[src/rtl/traffic_pkg.sv]
// Shared defaults and sizing helper for the traffic light front end.
// Simulation-scale and board-scale timing constants live side by side.
package traffic_pkg;

    localparam int SIM_CLK_DIV    = 10;
    localparam int SIM_DEBOUNCE   = 4;
    localparam int BOARD_CLK_DIV  = 100000000;
    localparam int BOARD_DEBOUNCE = 1000000;

    // Bits needed to hold a count of 0..cycles inclusive.
    function automatic int cnt_width(input int cycles);
        return (cycles < 1) ? 1 : $clog2(cycles + 1);
    endfunction

endpackage

[src/rtl/debounce_sync.sv]
// Purpose: 2-flop synchroniser followed by a stable-level debounce filter.
// Latency: DEBOUNCE_CYCLES+2 edges from the first edge sampling a stable level.
// Backpressure: none; free-running level filter.
module debounce_sync
    import traffic_pkg::*;
#(
    parameter int DEBOUNCE_CYCLES = SIM_DEBOUNCE
) (
    input  logic clk,
    input  logic rst,
    input  logic din,
    output logic dout
);

    localparam int W = cnt_width(DEBOUNCE_CYCLES);
    // The change is accepted on the edge where the count would reach DEBOUNCE_CYCLES.
    localparam logic [W-1:0] LAST = W'(DEBOUNCE_CYCLES - 1);

    logic         sync1;
    logic         sync2;
    logic [W-1:0] cnt;

    always_ff @(posedge clk or posedge rst) begin
        if (rst) begin
            sync1 <= 1'b0;
            sync2 <= 1'b0;
            cnt   <= '0;
            dout  <= 1'b0;
        end else begin
            sync1 <= din;
            sync2 <= sync1;
            if (sync2 == dout) begin
                cnt <= '0;
            end else if (cnt == LAST) begin
                dout <= sync2;
                cnt  <= '0;
            end else begin
                cnt <= cnt + 1'b1;
            end
        end
    end

endmodule

[src/rtl/traffic_input_conditioner.sv]
// Purpose: clean sensor/walk inputs, sticky walk request, 1-cycle timebase tick.
// Latency: sensor DEBOUNCE_CYCLES+2 edges, walk_request +1 more; tick every CLK_DIV.
// Backpressure: walk_request holds until walk_ack; other outputs free-running.
module traffic_input_conditioner
    import traffic_pkg::*;
#(
    parameter int CLK_DIV         = BOARD_CLK_DIV,
    parameter int DEBOUNCE_CYCLES = BOARD_DEBOUNCE
) (
    input  logic clk,
    input  logic rst,
    input  logic sensor_raw,
    input  logic walk_button_raw,
    input  logic walk_ack,
    output logic sensor,
    output logic walk_request,
    output logic tick
);

    localparam int TW = cnt_width(CLK_DIV);
    localparam logic [TW-1:0] TICK_LAST = TW'(CLK_DIV - 1);

    logic          walk_db;
    logic          walk_db_q;
    logic          press_pulse;
    logic [TW-1:0] tick_cnt;

    debounce_sync #(.DEBOUNCE_CYCLES(DEBOUNCE_CYCLES)) u_sensor_db (
        .clk  (clk),
        .rst  (rst),
        .din  (sensor_raw),
        .dout (sensor)
    );

    debounce_sync #(.DEBOUNCE_CYCLES(DEBOUNCE_CYCLES)) u_walk_db (
        .clk  (clk),
        .rst  (rst),
        .din  (walk_button_raw),
        .dout (walk_db)
    );

    assign press_pulse = walk_db & ~walk_db_q;

    // A press landing on the same edge as an ack re-arms the request.
    always_ff @(posedge clk or posedge rst) begin
        if (rst) begin
            walk_db_q    <= 1'b0;
            walk_request <= 1'b0;
        end else begin
            walk_db_q    <= walk_db;
            walk_request <= press_pulse | (walk_request & ~walk_ack);
        end
    end

    always_ff @(posedge clk or posedge rst) begin
        if (rst) begin
            tick_cnt <= '0;
            tick     <= 1'b0;
        end else begin
            tick_cnt <= (tick_cnt == TICK_LAST) ? '0 : tick_cnt + 1'b1;
            tick     <= (tick_cnt == TICK_LAST);
        end
    end

endmodule
[config.mk]
export PLATFORM = sky130hd
export DESIGN_NAME = traffic_input_conditioner
export DESIGN_NICKNAME = d
export VERILOG_FILES = /design/src/rtl/traffic_pkg.sv /design/src/rtl/debounce_sync.sv /design/src/rtl/traffic_input_conditioner.sv
export SDC_FILE = /design/constraint.sdc
export NUM_CORES = 1
export LEC_CHECK = 0
export ABC_AREA = 1
export CAP_MARGIN = 20
export CORE_UTILIZATION = 51
export DETAILED_ROUTE_END_ITERATION = 10
export PLACE_DENSITY = 0.73
export SLEW_MARGIN = 20
export SYNTH_ARGS = -nofsm -noshare
export SYNTH_HDL_FRONTEND = slang
export SYNTH_SLANG_ARGS = --single-unit
[constraint.sdc]
create_clock -name clk -period 3.9 [get_ports clk]
set_clock_uncertainty 0.15 [all_clocks]
set_input_delay 0.78 -clock clk [delete_from_list [all_inputs] [get_ports clk]]
set_output_delay 0.78 -clock clk [all_outputs]
set_load 0.005 [all_outputs]
-- After elaboration in Yosys (flattened, before gate mapping)
Cells that the tools add are included.
- $add $sub $neg: 3
- equal/unequal tests: 5
- multiplexer cells: 5
- bitwise gates (word level): 7
- reduce and logical (&&, ||, !) cells: 2
- operators with widths (kind ; number):
    $mux 20 ; 4
    $add 20x1->20 const B ; 2
    $eq 20x20->1 const B ; 2
    $add 27x1->27 const B ; 1
    $eq 27x27->1 const B ; 1
    $mux 27 ; 1
    $not 1->1 ; 4
    $reduce_and 2->1 ; 2
    $and 1x1->1 ; 2
    $eq 1x1->1 ; 2
    $or 1x1->1 ; 1
- flip-flop bits (word level): 76
- output and inout bits: 3
- word-level logic and storage cells: 34

-- Longest topological paths before layout
Gate-level depths: netlist (run 1).
- word-level depth: 3
- gate-level depth with buffers: 9
- gate-level depth less buffers: 9

-- Hierarchy
From an unflattened synthesis (run 1), not the netlist that was laid out.
- cells, all modules: 548
- area total of the unflattened synthesis: 4398.0 µm²
- by module, submodules not included (module ; instances ; cells an instance ; area each (µm²) ; seq. area each (µm²)):
    debounce_sync ; 2 ; 162 ; 1338.8 ; 575.6
    traffic_input_conditioner ; 1 ; 224 ; 1720.4 ; 750.7

-- Worst setup path after synthesis (run 1)
Ideal clock, no wire load.
- path kind: flip-flop to flip-flop
- start point: register tick_cnt[0]
- end point: register tick_cnt[16]
- library setup time: 123 ps
- arrival time: 1316 ps
- path slack: 2310 ps
- cell stages (with the launch flop): 10
- path buffers: 1
- clock period less this slack: 1590 ps
- cell sequence: dfrtp_1 > ha_1 > nand2_1 > nor2_4 > nand2_4 > clkinv_2 > nand2_2 > nor2_4 > buf_6 > a21oi_1
- cells in the longest elaborated chain, start to end: 2
- RTL lines (element ; RTL line ; RTL):
    start, declared ; traffic_input_conditioner.sv:26 ; logic [TW-1:0] tick_cnt;
    start signal, assigned ; traffic_input_conditioner.sv:60 ; tick_cnt <= (tick_cnt == TICK_LAST) ? '0 : tick_cnt + 1'b1;
    $add 27x1->27 / $eq 27x27->1 (equally long branches) ; traffic_input_conditioner.sv:60 ;
    $mux 27 (*) ; traffic_input_conditioner.sv:60 ;
Every way passes the cells marked *; elsewhere a longest branch is shown, timed or not.
A chain may end at the register's enable or synchronous reset.

-- Final worst setup path (run 1)
- start point: register u_sensor_db.dout
- end point: output sensor
- RTL lines (element ; RTL line ; RTL):
    start, declared ; debounce_sync.sv:12 ; output logic dout
    start signal, assigned ; debounce_sync.sv:35 ; dout <= sync2;
    end, declared ; traffic_input_conditioner.sv:15 ; output logic sensor,
No word-level cell between the ends.

==> impl_results.md, run 1 <==
* Hpwl dp at 6440 um
* Hold path start: u_sensor_db.sync1
* Max frequency at 0.463 GHz
* Initial DRC count at 219
* Worst-path fanout max at 3
* Max Transition Viols Final at 0
* Fillcell total at 712
* Clk Latency, worst-skew pair at 0.36 ns
* Setup ws final at 1.74 ns
* Least-Margin Pin Slew at 0.768 ns
* Post-Route WL at 8700 um
* CP endpoint kind: primary output
* Largest net degree at the start of global routing at 43
* Post-CTS Resized at 0
* Initial cell density of the core at 53.7%
* Share of cells above drive strength 1 at 5.44%
* PD cells at 326 nW/um^2
* Final Wtd Congestion at 0.919
* Number of hold violations in the final report at 0
* RR Endpoint: tick_cnt[24]
* Area Overhead vs Synth at 10.2%
* Hold endpoint: u_sensor_db.sync2
* Hold bufs inserted after CTS at 0
* Mapped Cells at 585
* Die width at 92.9 um
* CTS tree: done
* I/O pins at 8
* Register area share after synthesis at 45.1%
* Worst-path clk slew at 0.08 ns
* Tot Pwr at 0.00152 W
* Syn_nets at 593
* Syn_area_per_cell at 7.21 um^2
* Reg2Reg Setup Slack at 2.05 ns
* Ant. Diodes at 0
* Nets at 610
* CP top delay family: buffers and inverters
* CP startpoint kind: register
* Worst-case reg-to-reg path depth at 8
* Max cap viols at 0
* Leak pwr at 2.10 nW
* Antenna violations before repair at 0
* Postcts setup bufs at 0
* Vias in the first global route at 3445
* IO buf count at 7
* Rows at 32
* CP cell instances: clkdlybuf4s50_1
* Worst Path Arrival at 1.23 ns
* CTS Sinks at 76
* Max_slew headroom at 48.7%
* Die area at 8630 um^2
* FF-to-FF Start: tick_cnt[0]
* Period minus WS final at 2.16 ns
* WP buf/inv at 1
* Top_reg_cell synth: dfrtp_1
* Post-Place Setup Slack at 1.74 ns
* Vias/cell at 5.10
* H-tree depth at 3
* Outcome: finished clean
* TritonCTS Buffers at 9
* Worst Path Required at 2.97 ns
* RSZ-0062 raised after global routing: false
* Setup-failing EPs final at 0
* Longest Clk Path Bufs at 2
* WS Path Type: register to primary output
* GRT Overall Usage at 23.0%
* Cell variety after synth at 29
* Number of synthesized flops with an enable pin at 0
* First-pass DRT Iterations at 5
* Register Area at 1900 um^2
* Post-route ant nets at 0
* Routed vias at 3617
* First-pass GRT wire length at 15500 um
* Area of the multi-input gates at 2030 um^2
* Maximum VDD drop at 0.199 mV
* Core area at 7850 um^2
* HP Class: register to register
* Root Buffer Master: clkbuf_8
* # DRC at 0
* DIE HEIGHT at 92.9 um
* Grt ovf at 0
* Final period util at 55.4%
* Ys async rst share at 100%
* Max incr delay on CP at 0.51 ns
* Yosys warning total at 0
* Routed length per instance at 12.3 um
* Hold Worst Slack at 0.203 ns
* Hold Path Cell Cnt at 0
* Post-Syn Area at 4220 um^2
* #FFs+latches synth at 76
* Critical path depth at 1
* Setup TNS Final at 0 ns
* Slowest CP cell: clkdlybuf4s50_1
[cells in the final DEF (no fill, tap or decap), types with 2 or more instances in the layout]
cell and instances:
o21bai_1 2, nor3_1 4, clkinv_4 2, nor2_4 2, nand4_1 9, o21ai_0 7, dfrtp_1 76, clkinv_2 3
nand3_1 47, nor2_1 145, and2_1 2, xnor2_1 11, a21oi_1 11, clkbuf_8 10, inv_1 69, bufinv_16 2
clkdlybuf4s50_1 7, nand2_2 2, o21a_1 2, nand2_1 156, xor2_1 20, ha_1 3, nor2_2 5
[stage by stage]
stage,utilization (%),cells,cell area [um^2]
after CTS,59.2,709,4640
after global routing,59.2,709,4640
after global placement,56.3,693,4420
after floorplan,-,585,4220
after detailed placement,56.3,693,4420
final,59.2,709,4640
[flip-flops by register name, summed over array words and instances, names as in the netlist]
name               flops
u_walk_db.sync1        1
u_sensor_db.dout       1
walk_request           1
u_walk_db.sync2        1
u_walk_db.cnt         20
tick_cnt              27
tick                   1
u_walk_db.dout         1
u_sensor_db.sync2      1
u_sensor_db.cnt       20
walk_db_q              1
u_sensor_db.sync1      1
[area by class of cell]
cell class,count,share of cell area (%)
flip-flops and latches,76,41.0
clock buffers,10,2.96
inverters,71,5.77
repair buffers,8,1.94
multi-input cells,436,43.7
clock inverters,6,1.89
well taps,102,2.75
[Yosys cell counts (all sizes together), types with 2 or more instances]
| library cell | number | area [um^2] |
|---|---|---|
| o21bai | 2 | 15.0 |
| xor2 | 20 | 175 |
| inv | 70 | 263 |
| ha | 3 | 37.5 |
| nor3 | 5 | 36.3 |
| xnor2 | 12 | 113 |
| a21oi | 11 | 55.1 |
| nor2 | 152 | 598 |
| nand3 | 48 | 245 |
| o21ai | 7 | 35.0 |
| and2 | 2 | 12.5 |
| nand4 | 9 | 56.3 |
| nand2 | 159 | 609 |
| dfrtp | 76 | 1900 |
| o21a | 2 | 15.0 |
[cells by family (layout without fill, tap and decap cells)]
kind of cell / after synthesis / count (layout) / share of synthesized area, %
xor+xnor: 32 / 32 / 6.83
buf+inv: 73 / 95 / 6.71
simple gates: 378 / 378 / 37.5
flops: 76 / 76 / 45.1
fa+ha+maj: 3 / 3 / 0.891
compound gates: 23 / 23 / 3.00
[worst max path at each step]
| stage | start | endpoint | slack, ns |
|---|---|---|---|
| floorplan | rst | tick | 1.03 |
| global placement | rst | u_sensor_db.cnt[14] | 1.75 |
| detailed placement | rst | u_sensor_db.cnt[14] | 1.74 |
| CTS | u_sensor_db.dout | sensor | 1.73 |
| global route | u_sensor_db.dout | sensor | 1.70 |
| finish | u_sensor_db.dout | sensor | 1.74 |
[report_power, final]
part	internal, W	leakage, nW	switching [W]
Clock	0.000378	0.116	0.000295
Combinational	0.0000133	0.948	0.0000302
Sequential	0.000795	1.03	0.00000490
[routing by layer]
layer  GRT usage, %  share of wire, %
met3           3.45               5.2
met1           31.7                47
met5              0                 0
met2           36.2                46
met4           10.1               1.9
(Power assumes the default switching activity.)
==> run 2, diff against run 1 <==
==> constraint.sdc (replaced) <==
create_clock -name clk -period 2.08 [get_ports clk]
set_clock_uncertainty 0.15 [all_clocks]
set_input_delay 0.416 -clock clk [delete_from_list [all_inputs] [get_ports clk]]
set_output_delay 0.416 -clock clk [all_outputs]
set_load 0.005 [all_outputs]
==> run 2 against run 1 <==
Global-route usage decreased by 0.26 points. Largest cell class unchanged. Power increased by 90%. Setup slack got worse by 1.5 ns. Non-clock buffer count increased by 1. Sequential power increased by 88%. Die area unchanged. Highest routed layer unchanged. Clock-buffer cell count increased by 3. First-iteration DRC count decreased by 11%. Sequential share of layout area decreased by 0.12 points.
==> impl_results.md, run 2 (synthesized netlist as in run 1, its figures left out) <==
* Worst-path fanout max at 12
* Nets at 611
* RSZ-0062 raised after global routing: false
* Setup TNS Final at 0 ns
* Antenna violations before repair at 0
* Largest net degree at the start of global routing at 77
* Outcome: finished clean
* CTS tree: done
* Switching Share at 21.4%
* Design area at 4660 um^2
* Hold bufs inserted after CTS at 0
* Placed Instances at 694
* Logic pwr share at 2.9%
* Root Buffer Master: clkbuf_8
* Most frequent cells in the layout: nand2_1 (156), nor2_1 (145), dfrtp_1 (76)
* Post-route ant nets at 0
* PD cells at 618 nW/um^2
* Leak pwr at 2.10 nW
* Clock share of power at 45.0%
* WS Path Type: register to register
* Max frequency at 0.549 GHz
* Post-Route WL at 8700 um
* Routed vias at 3625
* Postcts setup bufs at 0
* Post-CTS Resized at 0
* Largest register FFs at 27
* Max_slew headroom at 72.4%
* Vias in the first global route at 3473
* Max Transition Viols Final at 0
* Vias/cell at 5.11
* IO buf count at 7
* Hold Worst Slack at 0.211 ns
* Setup-failing EPs final at 0
* Clk Latency, worst-skew pair at 0.35 ns
* Final Wtd Congestion at 0.915
* Rows at 32
* HP Class: register to register
* Dpl cell area at 4430 um^2
* # DRC at 0
* Max cap viols at 0
* Grt ovf at 0
* Internal Pwr Total at 0.00226 W
* Maximum VDD drop at 0.304 mV
* First-pass DRT Iterations at 5
* Least-Margin Pin Slew at 0.413 ns
* Routed length per instance at 12.3 um
* Initial DRC count at 196
* Hpwl dp at 6490 um
* Die width at 92.9 um
* Number of hold violations in the final report at 0
* TritonCTS Buffers at 9
* Post-route insts no fill at 710
* First-pass GRT wire length at 15500 um
* Core area at 7850 um^2
* Worst Path Arrival at 1.90 ns
* Period minus WS final at 1.82 ns
* CP endpoint kind: register
* GRT Overall Usage at 22.8%
* Area Overhead vs Synth at 10.5%
* Final period util at 87.6%
* Largest register by flop count: tick_cnt
* Share of cells above drive strength 1 at 5.26%
* Worst Path Required at 2.15 ns
* Ant. Diodes at 0
* Worst-path clk slew at 0.08 ns
* H-tree depth at 3
* Initial cell density of the core at 53.7%
* CP startpoint kind: register
* CTS Sinks at 76
* Biggest regs: tick_cnt (27), u_sensor_db.cnt (20), u_walk_db.cnt (20)
* I/O pins at 8
* DIE HEIGHT at 92.9 um
* Sequential group share of total power at 52.1%
* Commonest non-fill, non-tap cell in the layout: nand2_1
* P_sw at 0.000614 W
* Die area at 8630 um^2
* Tot Pwr at 0.00288 W
* Longest Clk Path Bufs at 2
run 2: metrics by stage:
stage                     worst slack, ns  util (%)
after floorplan                     0.490         -
after global placement              0.316      56.4
after detailed placement            0.284      56.4
after CTS                           0.237      59.3
after global routing               0.0893      59.3
final                               0.257      59.3
run 2: final timing paths:
check	startpoint	endpoint	slack, ns	cells past startpoint
setup reg to reg	tick_cnt[0]	tick_cnt[21]	0.26	8
min in group asynchronous	rst	u_walk_db.dout	0.38	3
hold / removal	u_walk_db.sync1	u_walk_db.sync2	0.21	0
setup / recovery	tick_cnt[0]	tick_cnt[21]	0.26	8
max in group asynchronous	rst	u_sensor_db.cnt[17]	1.10	3
hold reg to reg	u_walk_db.sync1	u_walk_db.sync2	0.21	0
run 2: power groups by stage:
| stage | combinational, W | sequential (W) | clock (W) |
|---|---|---|---|
| after global routing | 0.0000971 | 0.00150 | 0.00138 |
| after CTS | 0.0000863 | 0.00150 | 0.00133 |
| after detailed placement | 0.0000863 | 0.00153 | 0 |
| after floorplan | 0.0000556 | 0.00153 | 0 |
| final | 0.0000827 | 0.00150 | 0.00129 |
| after global placement | 0.0000840 | 0.00153 | 0 |
run 2: final cells by class:
class	count	area, um^2
inverters	71	272
clock buffers	13	159
fillers	740	3190
multi-input cells	436	2030
clock inverters	3	68.8
well taps	102	128
repair buffers	9	97.6
flip-flops and latches	76	1900
run 2: routing by layer:
metal	GRT usage, %	up-vias	part of all wire (%)
met5	0	-	0
met4	7.05	0	0.87
met3	4.52	11	4.2
met2	35.6	77	44
met1	31.9	1686	51
li1	-	1851	-
run 2: critical path, cell delays in order, from the launching register on:
cell and delay (ns):
dfrtp_1 0.44, ha_1 0.21, nand2_1 0.10, nor2_4 0.19, nand2_4 0.09, clkinv_2 0.10, nand2_2 0.07, nor2_4 0.27
nor2_1 0.09
==> run 3, diff against run 2 <==
==> constraint.sdc (replaced) <==
create_clock -name clk -period 1.97 [get_ports clk]
set_clock_uncertainty 0.15 [all_clocks]
set_input_delay 0.394 -clock clk [delete_from_list [all_inputs] [get_ports clk]]
set_output_delay 0.394 -clock clk [all_outputs]
set_load 0.005 [all_outputs]
==> run 3 against run 2 <==
First-iteration DRC count grew 19%. Wire length increased by 1.4%. Combinational power rose by 13%. Critical path type unchanged. Critical endpoint unchanged.
==> impl_results.md, run 3 (synthesized netlist as in run 1, its figures left out) <==
* Ant. Diodes at 0
* Max frequency at 0.547 GHz
* Metal3 WL at 404 um
* Fillcell total at 716
* Die width at 92.9 um
* Area Overhead vs Synth at 11.2%
* Routed vias at 3676
* Max_slew headroom at 73.8%
* Setup-failing EPs final at 0
* Max cap viols at 0
* RR Endpoint: tick_cnt[21]
* Largest net degree at the start of global routing at 34
* Outcome: finished clean
* Start point of the critical path: tick_cnt[0]
* I/O pins at 8
* Worst-path clk slew at 0.09 ns
* Largest register by flop count: tick_cnt
* IO buf count at 7
* RSZ-0062 raised after global routing: false
* Setup ws final at 0.142 ns
* DIE HEIGHT at 92.9 um
* CP startpoint kind: register
* Root Buffer Master: clkbuf_8
* Initial cell density of the core at 53.7%
* PD cells at 640 nW/um^2
* WP buf/inv at 1
* Setup TNS Final at 0 ns
* Worst-case reg-to-reg path depth at 8
* CP endpoint kind: register
* M1 WL at 4370 um
* Leak pwr at 2.11 nW
* Period minus WS final at 1.83 ns
* Max Transition Viols Final at 0
* Post-route ant nets at 0
* Max incr delay on CP at 0.43 ns
* Clk Latency, worst-skew pair at 0.36 ns
* Final period util at 92.8%
* Reg2Reg Setup Slack at 0.14 ns
* Most frequent CP cell: nor2_4
* Vias/cell at 5.15
* Hold bufs inserted after CTS at 0
* Antenna violations before repair at 0
* First-pass DRT Iterations at 5
* GRT Overall Usage at 23.4%
* WL met2 at 3930 um
* Worst Path Arrival at 1.91 ns
* Worst Path Required at 2.05 ns
* Commonest non-fill, non-tap cell in the layout: nand2_1
* FF-to-FF Start: tick_cnt[0]
* Die area at 8630 um^2
* Nets at 615
* Hpwl dp at 6650 um
* Slowest CP cell: dfrtp_1
* CTS Sinks at 76
* Most frequent cells in the layout: nand2_1 (156), nor2_1 (145), dfrtp_1 (76)
* Post-Place Setup Slack at 0.150 ns
* Core area at 7850 um^2
* Biggest regs: tick_cnt (27), u_sensor_db.cnt (20), u_walk_db.cnt (20)
* Rows at 32
* WS Path Type: register to register
* CP cell instances: ha_1, nand2_1, nor2_4, nand2_4, clkinv_2, nand2_2, nor2_4, nor2_1
* CP top delay family: simple AND/OR/NAND/NOR gates
* TritonCTS Buffers at 9
* Number of hold violations in the final report at 0
* CTS tree: done
* HP Class: input pin to async pin
* Routed length per instance at 12.4 um
* Maximum VDD drop at 0.427 mV
* Share of cells above drive strength 1 at 6.05%
* Post-CTS Resized at 0
* Post-Route WL at 8820 um
* Least-Margin Pin Slew at 0.392 ns
* Longest Clk Path Bufs at 2
* Top layer in use: met4
* H-tree depth at 3
* # DRC at 0
* Postcts setup bufs at 0
* Worst-path fanout max at 12
* First-pass GRT wire length at 15700 um
* Final Wtd Congestion at 0.884
* Largest register FFs at 27
* Initial DRC count at 233
* Vias in the first global route at 3507
* Grt ovf at 0
run 3: layer usage:
layer / up-vias / GRT usage [%]
met3: 12 / 3.69
met1: 1734 / 32.6
met4: 0 / 8.85
met2: 80 / 36.5
met5: - / 0
li1: 1850 / -
run 3: worst max path at each step:
stage	end	slack (ns)	cells past startpoint
global placement	tick_cnt[26]	0.21	8
floorplan	tick_cnt[16]	0.38	9
global route	u_sensor_db.cnt[6]	0.02	6
CTS	tick_cnt[26]	0.14	8
detailed placement	tick_cnt[26]	0.15	8
finish	tick_cnt[21]	0.14	8
run 3: final cells by class:
type	count	area, um^2	area share (%)
timing repair buffer	13	140	2.99
tap	102	128	2.72
clock inverter	6	88.8	1.89
clock buffer	10	128	2.72
multi-input combinational	436	2030	43.3
sequential	76	1900	40.6
inverter	71	272	5.79
run 3: power breakdown:
part	internal (W)	switching, W
sequential	0.00157	0.00000975
clock	0.000714	0.000610
combinational	0.0000332	0.0000606
run 3: worst reg2reg max path: stages, from the launching register on:
cell and delay (ns):
dfrtp_1 0.43, ha_1 0.22, nand2_1 0.10, nor2_4 0.19, nand2_4 0.10, clkinv_2 0.10
nand2_2 0.08, nor2_4 0.26, nor2_1 0.10
run 3: per-stage QoR:
step / total power (W) / hold slack [ns] / utilization [%] / std cells / area (um^2)
3_5_place_dp: 0.00171 / 0.186 / 57.0 / 698 / 4470
4_1_cts: 0.00302 / 0.195 / 59.7 / 714 / 4690
3_3_place_gp: 0.00171 / 0.186 / 57.0 / 698 / 4470
2_1_floorplan: 0.00167 / 0.181 / - / 585 / 4220
6_report: 0.00300 / 0.195 / 59.7 / 714 / 4690
5_1_grt: 0.00311 / 0.204 / 59.7 / 714 / 4690
==> RTL change (settings of run 3) <==
`BOARD_DEBOUNCE`: 1000000 -> 500000.
--- a/src/rtl/traffic_pkg.sv
+++ b/src/rtl/traffic_pkg.sv
@@ -7,3 +7,3 @@
     localparam int BOARD_CLK_DIV  = 100000000;
-    localparam int BOARD_DEBOUNCE = 1000000;
+    localparam int BOARD_DEBOUNCE = 500000;
 
Check against the original RTL: same outputs for any inputs over 10 cycles, from zero or initial values and one cycle with rst high; that may be too few to reach the edited logic, so the function may still have changed.
==> RTL change against run 3 <==
Highest routed layer unchanged; area after synthesis down 1.8%; setup slack better by 0.051 ns; power up 1.7%; design area down 1.4%; sequential share of layout area down 0.50 points; wire length down 5.4%; die area down 1.7%; sequential cell count down 2.
==> RTL change: results (changes against run 3) <==
| Metric | Value |
|---|---|
| Status | `finished, final reports clean` |
| Critical path arrival | `1.23 ns (-0.68 ns)` |
| XOR/XNOR share of the synthesized area | `5.68% (-1.1 points)` |
| Hold slack final | `0.209 ns (+0.0142 ns)` |
| Vias per inst | `5.05 (-1.8%)` |
| DR iter-0 viols | `196 (-16%)` |
| Synth Area in Adders | `0.906% (+0.016 points)` |
| Max rail drop VDD | `0.000388 V (-9.0%)` |
| Synth area leaders | `dfrtp_1, nand2_1, nor2_1` |
| Post-synthesis compound-gate area fraction | `3.11% (+0.11 points)` |
| Biggest regs | `tick_cnt (27), u_sensor_db.cnt (19), u_walk_db.cnt (19)` |
| First-pass GRT wire length | `14.8 mm (-5.7%)` |
| Largest stage delay on the critical path | `0.51 ns (+0.08 ns)` |
| Layout Nets | `588 (-4.4%)` |
| Gr usage total | `22.2% (-1.2 points)` |
| Slowest cell on crit path | `clkdlybuf4s50_1` |
| Register area share after synthesis | `44.7% (-0.40 points)` |
| First-pass DRT Iterations | `5 (unchanged)` |
| Reg2reg end | `tick_cnt[23]` |
| Dpl ws | `0.287 ns (+0.137 ns)` |
| Cell Rows | `32 (unchanged)` |
| Number of global-route vias before repair | `3413 (-2.7%)` |
| Hold Path Class | `in2async` |
| Top cells by count, synth | `nand2_1, nor2_1, dfrtp_1` |
| Distinct cells, synth | `33 (+14%)` |
| CP max FO | `3 (-9)` |
| GP Congestion | `0.916 (+3.6%)` |
| Worst-margin pin slew | `0.337 ns (-0.0551 ns)` |
| Setup slack, reg-to-reg | `0.28 ns (+0.14 ns)` |
| Pleak | `2.03 nW (-3.7%)` |
| DP HPWL | `6.20 mm (-6.9%)` |
| Largest net degree at the start of global routing | `40 (+18%)` |
| Initial antenna violation count | `0 (unchanged)` |
| WL/cell | `12.2 microns (-1.5%)` |
RTL change: through the flow:
step,cell area (sq um),cells
finish,4620,686
global route,4620,686
CTS,4620,686
detailed placement,4380,671
global placement,4380,671
floorplan,4150,560
RTL change: power by group:
group          leakage [nW]  switching (mW)  internal [mW]
Sequential             1.01         0.00952           1.53
Clock                 0.116           0.579          0.841
Combinational         0.910          0.0566         0.0337
RTL change: routing by layer:
| layer | share of wire (%) | wire length, microns | vias up | GRT usage, % |
|---|---|---|---|---|
| li1 | - | - | 1776 | - |
| met2 | 48 | 3980 | 79 | 36.8 |
| met1 | 47 | 3900 | 1596 | 27.9 |
| met3 | 3.8 | 313 | 16 | 5.72 |
| met4 | 1.8 | 148 | 0 | 8.20 |
| met5 | 0 | 0 | - | 0 |
RTL change: worst max-delay path by stage:
stage / start / endpoint / slack (ns) / cells after the start
2_1_floorplan: tick_cnt[0] / tick_cnt[16] / 0.43 / 9
3_3_place_gp: tick_cnt[0] / tick_cnt[24] / 0.37 / 8
3_5_place_dp: tick_cnt[0] / tick_cnt[21] / 0.29 / 8
4_1_cts: u_sensor_db.dout / sensor / 0.17 / 1
5_1_grt: u_sensor_db.dout / sensor / 0.13 / 1
6_report: u_sensor_db.dout / sensor / 0.19 / 1
RTL change: cell type report:
| class | instances | area, sq um | share of cell area [%] |
|---|---|---|---|
| multi-input combinational | 416 | 2010 | 43.6 |
| sequential | 74 | 1850 | 40.1 |
| inverter | 67 | 256 | 5.55 |
| clock inverter | 6 | 115 | 2.49 |
| tap | 102 | 128 | 2.76 |
| clock buffer | 9 | 124 | 2.68 |
| timing repair buffer | 12 | 133 | 2.87 |
